File: src/rtl/sdram_port_arbiter_if.sv
// Bus bundle between the requester ports, the arbiter and the SDRAM controller.
// The arbiter sees it through the slave modport. The requesters and the
// controller see it through the master modport.
interface sdram_port_arbiter_if #(
  parameter int NPORTS     = 4,
  parameter int ADDR_DEPTH = 24,
  parameter int DATA_WIDTH = 16
);
  // Requester side
  logic [NPORTS-1:0]            p_req;
  logic [NPORTS-1:0]            p_we;
  logic [NPORTS*ADDR_DEPTH-1:0] p_addr;
  logic [NPORTS*DATA_WIDTH-1:0] p_wdata;
  logic [NPORTS-1:0]            p_ack;
  logic [NPORTS-1:0]            p_rvalid;
  logic [DATA_WIDTH-1:0]        p_rdata;

  // Controller side
  logic                         m_req;
  logic                         m_we;
  logic [ADDR_DEPTH-1:0]        m_addr;
  logic [DATA_WIDTH-1:0]        m_wdata;
  logic                         m_ready;
  logic                         m_rvalid;
  logic [DATA_WIDTH-1:0]        m_rdata;

  modport slave (
    input  p_req, p_we, p_addr, p_wdata, m_ready, m_rvalid, m_rdata,
    output p_ack, p_rvalid, p_rdata, m_req, m_we, m_addr, m_wdata
  );

  modport master (
    output p_req, p_we, p_addr, p_wdata, m_ready, m_rvalid, m_rdata,
    input  p_ack, p_rvalid, p_rdata, m_req, m_we, m_addr, m_wdata
  );
endinterface

File: src/rtl/sdram_port_arbiter.sv
// Round-robin arbiter that shares one SDRAM controller command port among
// NPORTS requesters. A grant is held for up to HOLD_MAX back-to-back commands.
// Read data comes back in issue order and is steered to the issuing port
// through an in-order tag FIFO.
module sdram_port_arbiter #(
  parameter int NPORTS          = 4,
  parameter int ADDR_DEPTH      = 24,
  parameter int DATA_WIDTH      = 16,
  parameter int MAX_OUTSTANDING = 4,
  parameter int HOLD_MAX        = 8
) (
  input  logic                clk,
  input  logic                rst,
  sdram_port_arbiter_if.slave bus,
  output logic                err_orphan
);

  localparam int OW = (NPORTS > 1) ? $clog2(NPORTS) : 1;
  localparam int PW = (MAX_OUTSTANDING > 1) ? $clog2(MAX_OUTSTANDING) : 1;
  localparam int CW = $clog2(MAX_OUTSTANDING + 1);
  localparam int HW = $clog2(HOLD_MAX + 1);

  typedef enum logic {
    ST_UNLOCKED,
    ST_LOCKED
  } state_e;

  state_e          state_q, state_d;
  logic [OW-1:0]   owner_q, owner_d;
  logic [OW-1:0]   last_owner_q, last_owner_d;
  logic [HW-1:0]   hold_cnt_q, hold_cnt_d;
  logic [PW-1:0]   wr_ptr_q, wr_ptr_d;
  logic [PW-1:0]   rd_ptr_q, rd_ptr_d;
  logic [CW-1:0]   count_q, count_d;
  logic            err_orphan_q, err_orphan_d;
  logic [OW-1:0]   tag_mem_q [MAX_OUTSTANDING];

  logic            locked;
  logic            cur_req;
  logic            cur_we;
  logic            fifo_full;
  logic            fifo_empty;
  logic            handshake;
  logic            push;
  logic            pop;
  logic            pick_found;
  logic [OW-1:0]   pick_idx;
  int              rr_idx;

  // Advance a FIFO pointer, wrapping modulo MAX_OUTSTANDING.
  function automatic logic [PW-1:0] ptr_inc(input logic [PW-1:0] p);
    return (p == PW'(MAX_OUTSTANDING - 1)) ? '0 : p + PW'(1);
  endfunction

  // Mux the owner's command to the controller and decode the handshake and read return.
  always_comb begin
    // NOTE: every output of a combinational block gets a value on every path.
    // Otherwise a latch is inferred.
    locked     = (state_q == ST_LOCKED);
    cur_req    = bus.p_req[owner_q];
    cur_we     = bus.p_we[owner_q];
    fifo_full  = (count_q == CW'(MAX_OUTSTANDING));
    fifo_empty = (count_q == '0);

    // Reads stall while every tag slot is in use. Writes never need a tag.
    bus.m_req   = locked & cur_req & ~(~cur_we & fifo_full);
    bus.m_we    = locked & cur_we;
    bus.m_addr  = locked ? bus.p_addr[owner_q*ADDR_DEPTH +: ADDR_DEPTH] : '0;
    bus.m_wdata = locked ? bus.p_wdata[owner_q*DATA_WIDTH +: DATA_WIDTH] : '0;

    handshake   = bus.m_req & bus.m_ready;
    bus.p_ack   = handshake ? (NPORTS'(1) << owner_q) : '0;

    push        = handshake & ~cur_we;
    pop         = bus.m_rvalid & ~fifo_empty;
    bus.p_rvalid = pop ? (NPORTS'(1) << tag_mem_q[rd_ptr_q]) : '0;
    bus.p_rdata  = bus.m_rdata;
  end

  // Next grant state, hold counter, tag FIFO pointers and orphan flag.
  always_comb begin
    state_d      = state_q;
    owner_d      = owner_q;
    last_owner_d = last_owner_q;
    hold_cnt_d   = hold_cnt_q;
    wr_ptr_d     = wr_ptr_q;
    rd_ptr_d     = rd_ptr_q;
    count_d      = count_q;
    err_orphan_d = err_orphan_q | (bus.m_rvalid & fifo_empty);

    // Round-robin search starts one past the previous owner.
    pick_found = 1'b0;
    pick_idx   = '0;
    rr_idx     = 0;
    for (int i = 1; i <= NPORTS; i++) begin
      rr_idx = int'(last_owner_q) + i;
      if (rr_idx >= NPORTS) rr_idx = rr_idx - NPORTS;
      if (!pick_found && bus.p_req[OW'(rr_idx)]) begin
        pick_found = 1'b1;
        pick_idx   = OW'(rr_idx);
      end
    end

    case (state_q)
      ST_UNLOCKED: begin
        if (pick_found) begin
          state_d    = ST_LOCKED;
          owner_d    = pick_idx;
          hold_cnt_d = '0;
        end
      end
      ST_LOCKED: begin
        if (handshake) begin
          hold_cnt_d = hold_cnt_q + HW'(1);
          if (hold_cnt_q == HW'(HOLD_MAX - 1)) begin
            state_d      = ST_UNLOCKED;
            last_owner_d = owner_q;
          end
        end else if (!cur_req) begin
          state_d      = ST_UNLOCKED;
          last_owner_d = owner_q;
        end
      end
      default: state_d = ST_UNLOCKED;
    endcase

    if (push) wr_ptr_d = ptr_inc(wr_ptr_q);
    if (pop)  rd_ptr_d = ptr_inc(rd_ptr_q);
    if (push && !pop)      count_d = count_q + CW'(1);
    else if (pop && !push) count_d = count_q - CW'(1);
  end

  // Register the grant state machine and FIFO bookkeeping with synchronous reset.
  always_ff @(posedge clk) begin
    // NOTE: sequential state uses non-blocking assignments, so every flop
    // samples pre-edge values regardless of statement order.
    if (rst) begin
      state_q      <= ST_UNLOCKED;
      owner_q      <= '0;
      last_owner_q <= OW'(NPORTS - 1);
      hold_cnt_q   <= '0;
      wr_ptr_q     <= '0;
      rd_ptr_q     <= '0;
      count_q      <= '0;
      err_orphan_q <= 1'b0;
    end else begin
      state_q      <= state_d;
      owner_q      <= owner_d;
      last_owner_q <= last_owner_d;
      hold_cnt_q   <= hold_cnt_d;
      wr_ptr_q     <= wr_ptr_d;
      rd_ptr_q     <= rd_ptr_d;
      count_q      <= count_d;
      err_orphan_q <= err_orphan_d;
    end
  end

  // Write the issuing port's tag on every accepted read.
  always_ff @(posedge clk) begin
    // NOTE: tag storage is deliberately not reset. count_q alone says which
    // entries are valid, so stale contents are never observed.
    if (push) tag_mem_q[wr_ptr_q] <= owner_q;
  end

  assign err_orphan = err_orphan_q;

endmodule

File: src/flat_wrapper.sv
// flat-port wrapper written by rule: the top's interface ports become plain ports
module sdram_port_arbiter_flat 
#(
  parameter int NPORTS          = 4,
  parameter int ADDR_DEPTH      = 24,
  parameter int DATA_WIDTH      = 16,
  parameter int MAX_OUTSTANDING = 4,
  parameter int HOLD_MAX        = 8
)
  (clk, rst, err_orphan, bus_p_req, bus_p_we, bus_p_addr, bus_p_wdata, bus_m_ready, bus_m_rvalid, bus_m_rdata, bus_p_ack, bus_p_rvalid, bus_p_rdata, bus_m_req, bus_m_we, bus_m_addr, bus_m_wdata);
  sdram_port_arbiter_if #(.NPORTS(NPORTS), .ADDR_DEPTH(ADDR_DEPTH), .DATA_WIDTH(DATA_WIDTH)) bus_i ();
  input  logic clk;
  input  logic rst;
  output logic err_orphan;
  input wire logic [$bits(bus_i.p_req)-1:0] bus_p_req;
  input wire logic [$bits(bus_i.p_we)-1:0] bus_p_we;
  input wire logic [$bits(bus_i.p_addr)-1:0] bus_p_addr;
  input wire logic [$bits(bus_i.p_wdata)-1:0] bus_p_wdata;
  input wire logic [$bits(bus_i.m_ready)-1:0] bus_m_ready;
  input wire logic [$bits(bus_i.m_rvalid)-1:0] bus_m_rvalid;
  input wire logic [$bits(bus_i.m_rdata)-1:0] bus_m_rdata;
  output wire logic [$bits(bus_i.p_ack)-1:0] bus_p_ack;
  output wire logic [$bits(bus_i.p_rvalid)-1:0] bus_p_rvalid;
  output wire logic [$bits(bus_i.p_rdata)-1:0] bus_p_rdata;
  output wire logic [$bits(bus_i.m_req)-1:0] bus_m_req;
  output wire logic [$bits(bus_i.m_we)-1:0] bus_m_we;
  output wire logic [$bits(bus_i.m_addr)-1:0] bus_m_addr;
  output wire logic [$bits(bus_i.m_wdata)-1:0] bus_m_wdata;
  assign bus_i.p_req = bus_p_req;
  assign bus_i.p_we = bus_p_we;
  assign bus_i.p_addr = bus_p_addr;
  assign bus_i.p_wdata = bus_p_wdata;
  assign bus_i.m_ready = bus_m_ready;
  assign bus_i.m_rvalid = bus_m_rvalid;
  assign bus_i.m_rdata = bus_m_rdata;
  assign bus_p_ack = bus_i.p_ack;
  assign bus_p_rvalid = bus_i.p_rvalid;
  assign bus_p_rdata = bus_i.p_rdata;
  assign bus_m_req = bus_i.m_req;
  assign bus_m_we = bus_i.m_we;
  assign bus_m_addr = bus_i.m_addr;
  assign bus_m_wdata = bus_i.m_wdata;
  sdram_port_arbiter #(.NPORTS(NPORTS), .ADDR_DEPTH(ADDR_DEPTH), .DATA_WIDTH(DATA_WIDTH), .MAX_OUTSTANDING(MAX_OUTSTANDING), .HOLD_MAX(HOLD_MAX)) u_core (.clk(clk), .rst(rst), .bus(bus_i), .err_orphan(err_orphan));
endmodule
File: config.mk
export PLATFORM = sky130hd
export DESIGN_NAME = sdram_port_arbiter_flat
export DESIGN_NICKNAME = d
export VERILOG_FILES = /design/src/rtl/sdram_port_arbiter_if.sv /design/src/rtl/sdram_port_arbiter.sv /design/src/flat_wrapper.sv
export SDC_FILE = /design/constraint.sdc
export NUM_CORES = 1
export LEC_CHECK = 0
export ABC_AREA = 0
export CAP_MARGIN = 10
export CORE_MARGIN = 10
export CORE_UTILIZATION = 34
export CTS_BUF_LIST = sky130_fd_sc_hd__clkbuf_16
export DETAILED_ROUTE_END_ITERATION = 12
export GPL_TIMING_DRIVEN = 0
export PLACE_DENSITY = 0.89
export SYNTH_ARGS = -nofsm -noshare
export SYNTH_HDL_FRONTEND = slang
export SYNTH_SLANG_ARGS = --single-unit
File: constraint.sdc
create_clock -name clk -period 4.4 [get_ports clk]
set_input_delay 0.44 -clock clk [delete_from_list [all_inputs] [get_ports clk]]
set_output_delay 0.44 -clock clk [all_outputs]
set_load 0.01 [all_outputs]
Yosys cells after proc, flatten, opt, wreduce, memory -nomap -nowiden
Memory sizes are Yosys's and may differ from the RTL's. A register that Yosys moved wholly into a read port is not among the register bits. Cells that the tools add are included.

Register bits after elaboration: 17. Bits in latches: 0. RAM bits: 8. Memory bits (read-only): 0. Input bits: 188. Output and inout bits: 67. Logic and storage cells: 123. Memories: 1.

Memory list: u_core.tag_mem_q (depth 4, width 2, read ports 1, clocked after Yosys merged registers in 1, wr ports 1, line sdram_port_arbiter.sv:36) `logic [OW-1:0] tag_mem_q [MAX_OUTSTANDING];`.

Add/sub/neg operators: 13. Multipliers: 1. Divide/modulo/power cells: 0. $lt $le $gt $ge: 9. Equality and inequality tests: 8. Shifts and indexed selects: 4. Muxes and demuxes: 51. Bitwise logic cells: 13. Reduce and logical (&&, ||, !) cells: 15.

Operators with widths (count): 96-bit by 8-bit variable part select with 24-bit output (1); 64-bit by 7-bit variable part select with 16-bit output (1); 2-bit two-way mux (15); 24-bit two-way mux (1); 1-bit two-way mux (20); 2-bit by 4-bit less-than comparator with 1-bit output (second input constant) (4); 16-bit two-way mux (1); 4-bit two-way mux (4); 1-bit binary-select mux with 2-bit select (6); 3-bit greater-or-equal comparator (second input constant) (3); 1-bit AND (8); 4-bit one-hot mux with 2 select lines (1); 1-bit by 2-bit << shifter with 4-bit output (first input constant) (2); 2-bit by 1-bit subtractor with 2-bit output (second input constant) (4); 2-bit by 2-bit adder with 3-bit output (second input constant) (2); 3-bit two-way mux (2); 2-bit != test (second input constant) (3); 1-bit logical AND (5); 1-bit zero test (5); 2-bit by 1-bit adder with 2-bit output (second input constant) (2); 2-bit by 3-bit adder with 4-bit output (second input constant) (1); 4-bit by 1-bit adder with 4-bit output (second input constant) (1); 2-bit equality test (second input constant) (2); 4-bit by 3-bit equality test with 1-bit output (second input constant) (1); other kinds (15) (19).

Longest topological paths before layout
Depth in word-level cells: 18. Depth in mapped cells: 10. Depth with buffers taken out: 9.

Worst setup path after synthesis
No wires, ideal clock.

Kind: reg-to-reg. Start: reg u_core.owner_q[0]. End: reg u_core.count_q[2]. Data arrival time: 2.705 ns. Data required time: 4.329 ns. Path slack: 1.624 ns. Stages on the path, launching flop included: 10. Clock period less this slack: 2.776 ns. Cell sequence: dfxtp_1 mux4_1 and4b_4 and2_4 ha_1 inv_1 fa_1 xor2_1 or3_1 a21oi_1.

Longest elaborated chain between the ends: 11.

RTL lines: from (decl) (line sdram_port_arbiter.sv:29) `logic [OW-1:0] owner_q, owner_d;`; from (signal assigned) (line sdram_port_arbiter.sv:148) `owner_q <= owner_d;`; 1-bit binary-select mux with 2-bit select (line sdram_port_arbiter.sv:61) `cur_we = bus.p_we[owner_q];`; 1-bit two-way mux (not written as such) (line sdram_port_arbiter.sv:61); 1-bit NOT (line sdram_port_arbiter.sv:66, sdram_port_arbiter.sv:74); 1-bit AND (line sdram_port_arbiter.sv:66) `bus.m_req = locked & cur_req & ~(~cur_we & fifo_full);`; 1-bit NOT (line sdram_port_arbiter.sv:66); 1-bit AND (line sdram_port_arbiter.sv:66); 1-bit AND (line sdram_port_arbiter.sv:71) `handshake = bus.m_req & bus.m_ready;`; 1-bit AND (*) (line sdram_port_arbiter.sv:74) `push = handshake & ~cur_we;`; named net u_core.push (line sdram_port_arbiter.sv:44) `logic push;`; 1-bit zero test (line sdram_port_arbiter.sv:130) `else if (pop && !push) count_d = count_q - CW'(1);`; 1-bit logical AND (line sdram_port_arbiter.sv:130); 2-bit nonzero test (no source line); to (signal assigned) (line sdram_port_arbiter.sv:153) `count_q <= count_d;`; to (decl) (line sdram_port_arbiter.sv:34) `logic [CW-1:0] count_q, count_d;`.

Mark *: on every way through the listed nets, which the timed path passes. The rest lies on a longest branch. The select of a mux whose other input is x is not followed. A chain may end at the register's enable or synchronous reset.

Final worst setup path
Start: in bus_p_we[0]. End: reg u_core.count_q[2].

Longest elaborated chain between the ends: 11.

RTL lines: from (decl) (line flat_wrapper.sv:16) `input wire logic [$bits(bus_i.p_we)-1:0] bus_p_we;`; 1-bit binary-select mux with 2-bit select (*) (line sdram_port_arbiter.sv:61); 1-bit two-way mux (not written as such) (*) (line sdram_port_arbiter.sv:61); 1-bit NOT (*) (line sdram_port_arbiter.sv:66, sdram_port_arbiter.sv:74); 1-bit AND (line sdram_port_arbiter.sv:66); 1-bit NOT (line sdram_port_arbiter.sv:66); 1-bit AND (line sdram_port_arbiter.sv:66); 1-bit AND (line sdram_port_arbiter.sv:71); 1-bit AND (*) (line sdram_port_arbiter.sv:74); named net u_core.push (line sdram_port_arbiter.sv:44); 1-bit zero test (line sdram_port_arbiter.sv:130); 1-bit logical AND (line sdram_port_arbiter.sv:130); 2-bit nonzero test (no source line).

Marks and branches as above.

==> summary.md <==
| Metric | Value |
|---|---|
| Outcome | `finished, final reports clean` |
| Crit-path max cell delay | `0.62 ns` |
| Post-route ant nets | `0` |
| # hold bufs at CTS | `0` |
| Min Tclk post-route | `3.12 ns` |
| Maximum clock rate | `321 MHz` |
| Top-count cell post-synth | `mux4_2` |
| Total power | `1.21 mW` |
| Clk slew on worst S/H paths | `0.06 ns` |
| Reg2reg end | `u_core.count_q[2]` |
| Share of flip-flops with an asynchronous set or reset | `0%` |
| Worst r2r src | `u_core.owner_q[0]` |
| Die area | `12,000 µm²` |
| Routed WL | `13,100 µm` |
| Worst path buffer plus inverter count | `2` |
| Met1 Routed Length | `3940 µm` |
| Ys flop type | `dfxtp_1` |
| Die Ht | `110 µm` |
| Startpoint types | `input pin` |
| Ports | `255` |
| Peak VDD IR | `0.149 mV` |
| Synth top area cells | `mux4_2 (35%), dfxtp_1 (14%), and2_1 (9.4%)` |
| IO buf count | `237` |
| Clock network fraction of total power | `16.7%` |
| Ratio of cells with drive above 1 in the final layout | `15.3%` |
| Mapped Nets | `444` |
| Crit path from | `bus_p_we[0]` |
| Dominant cell type by area after synthesis | `mux4_2` |
| NumNets Final | `686` |
| RSZ-0062 raised after global routing | `no` |
| Core ar. | `7770 µm²` |
| EDFF count, synth | `8` |
| Gr ovfl total | `0` |
| Critical path class | `input pin to flop` |
| CTS tree | `yes` |
| Sequential area share after synthesis | `22.7%` |
| Fin crit share | `70.9%` |
| Syn avg cell area | `11.0 µm²` |
| Starting Density | `35.3%` |
| Wire per inst | `22.1 µm` |
| Row count | `32` |
| Clk_lat worst skew | `0.26 ns` |
| Hold Path End | `u_core.err_orphan` |
| CTS H-tree lvls | `1` |
| Post-Syn Instances | `248` |
| Post-synth top area share | `35.4%` |
| CTS Root Cell | `clkbuf_16` |
| Number of CTS-inserted buffers | `3` |
| Post-cts resize count | `0` |
| Synth warnings | `0` |
| Post-Syn Area | `2740 µm²` |
| CP max FO | `7` |
| Vias in the first global route | `3,532` |
| Drt first pass iters | `4` |
| Clock Tree Buf Depth | `2` |
| Leakage power | `1.96 nW` |
| Mean number of vias per cell | `5.12` |
| Worst slew margin | `35.0%` |
| Worst r2r path cells | `9` |
| Worst path cell trace | `clkdlybuf4s50_1, mux4_1, and4b_4, and2_4, ha_1, inv_1, fa_1, xor2_1, or3_1, a21oi_1` |
| Post-Route Setup TNS | `0 ns` |
| Max Cap Viol | `0` |
| Metal2 WL | `7560 µm` |
| WP data required | `4.59 ns` |
| Initial DRC count | `194` |
| Initial antenna violation count | `1` |
| CP Data Arrival Time | `3.31 ns` |
| Sequential share of power | `26.8%` |
| Worst slew pin tran | `0.962 ns` |
| Hold path startpoint | `u_core.err_orphan` |
| Top layer in use | `met4` |
| Hold crit path type | `flop to flop` |
| Hold Violations, Final | `0` |
| Switching Fraction | `30.5%` |
| Setup slack, reg-to-reg | `1.32 ns` |
| Clock skew | `0.00351 ns` |
| RePlAce Congestion | `0.874` |
| Unique masters post-synth | `41` |
| Post-CTS Setup Bufs | `0` |
| Combinational share of power | `56.5%` |
| P_int | `838 µW` |
| Area grow syn2layout | `94.2%` |
| Vias | `3,031` |
| Power per cell area | `227 nW/µm²` |
| Element type at the critical path end | `flop` |
| Pin count of the biggest net entering global routing | `15` |
| Clk sink count | `27` |
| Seq cells post-synth | `27` |
| Post-route cell area | `5320 µm²` |
| Pins over their slew limit | `0` |
| HPWL after DPL | `11,700 µm` |
| DRC | `0` |
| First-pass GRT wire length | `19,300 µm` |
| Die width | `110 µm` |
| Slowest stage cell, crit path | `mux4_1` |
| Psw | `368 µW` |
| Total track usage | `21.0%` |
| Placement Cell Area | `5240 µm²` |
| Hold Path Cell Cnt | `2` |
| Crit-path leading delay family | `simple AND/OR/NAND/NOR gates` |
| Setup Viol. Count Final | `0` |
| Top post-synthesis cells by count | `mux4_2 (43), and2_1 (41), dfxtp_1 (19), buf_4 (16)` |
| WL met3 | `1320 µm` |
## sequential cells by signal (all words and copies together), names as in the netlist, 2 cells and up, named ones only
register / cells
u_core.hold_cnt_q: 4
u_core.tag_mem_q: 8
u_core.owner_q: 2
u_core.rd_ptr_q: 2
u_core.wr_ptr_q: 2
u_core.last_owner_q: 2
u_core.count_q: 3
## cells by family after synthesis
| kind of cell | synth area share [%] |
|---|---|
| multiplexers | 38.1 |
| adder cells (fa/ha/maj) | 3.93 |
| buffers and inverters | 9.46 |
| XOR/XNOR | 0.960 |
| flip-flops | 22.7 |
| AO/OA/AOI/OAI | 6.49 |
| AND/OR/NAND/NOR | 18.4 |
## through the flow
step | std cells | setup slack (ns) | util, % | hold WS (ns)
2_1_floorplan | 248 | 1.62 | - | 0.453
3_3_place_gp | 587 | 1.06 | 67.4 | 0.446
3_5_place_dp | 587 | 1.05 | 67.4 | 0.470
4_1_cts | 591 | 1.28 | 68.5 | 0.485
5_1_grt | 592 | 1.08 | 68.5 | 0.501
6_report | 592 | 1.28 | 68.5 | 0.483
## layout make-up
cell class	count	area, µm²
fillers	605	2450
repair buffers	237	2370
multi-input cells	174	1860
flip-flops and latches	27	621
plain buffers	35	214
well taps	102	128
clock buffers	3	75.1
inverters	12	45.0
clock inverters	1	3.75
diodes	1	2.50
## cells in the final DEF (no fill, tap or decap), types with 2 or more instances in the layout
cell	netlist	routed
o31ai_1	3	3
mux4_2	43	43
inv_1	12	13
clkbuf_16	0	3
or3_1	3	3
dfxtp_1	19	19
mux2i_1	5	5
buf_2	6	6
ha_1	7	7
and3_1	4	4
a21oi_1	10	10
and2_1	41	41
edfxtp_1	8	8
clkbuf_1	11	11
nand2_1	5	5
buf_6	2	2
nand3_1	4	4
nor3_1	9	9
clkdlybuf4s50_1	0	237
xor2_1	3	3
o21ai_0	5	5
buf_4	16	16
nor2_1	12	12
## worst min-delay path: stages, from the launching register on
cell	delay, ns
dfxtp_1	0.33
a21oi_1	0.04
nor2_1	0.08
## worst max path at each step
stage,cells past startpoint,endpoint
after floorplan,9,u_core.count_q[2]
after global placement,10,u_core.count_q[2]
after detailed placement,10,u_core.count_q[2]
after CTS,10,u_core.count_q[2]
after global routing,10,u_core.count_q[2]
final,10,u_core.count_q[2]
## metal layers
metal | vias up | GRT usage (%)
met5 | - | 0
met4 | 0 | 5.02
li1 | 1405 | -
met1 | 1442 | 19.0
met3 | 21 | 8.37
met2 | 163 | 42.2
## power groups by stage
| stage | Sequential (mW) | Combinational, mW | Clock, mW |
|---|---|---|---|
| final | 0.323 | 0.682 | 0.201 |
| after global routing | 0.328 | 0.736 | 0.214 |
| after CTS | 0.323 | 0.689 | 0.205 |
| after detailed placement | 0.328 | 0.685 | 0 |
| after global placement | 0.326 | 0.664 | 0 |
| after floorplan | 0.322 | 0.350 | 0 |
(Power assumes the default switching activity.)
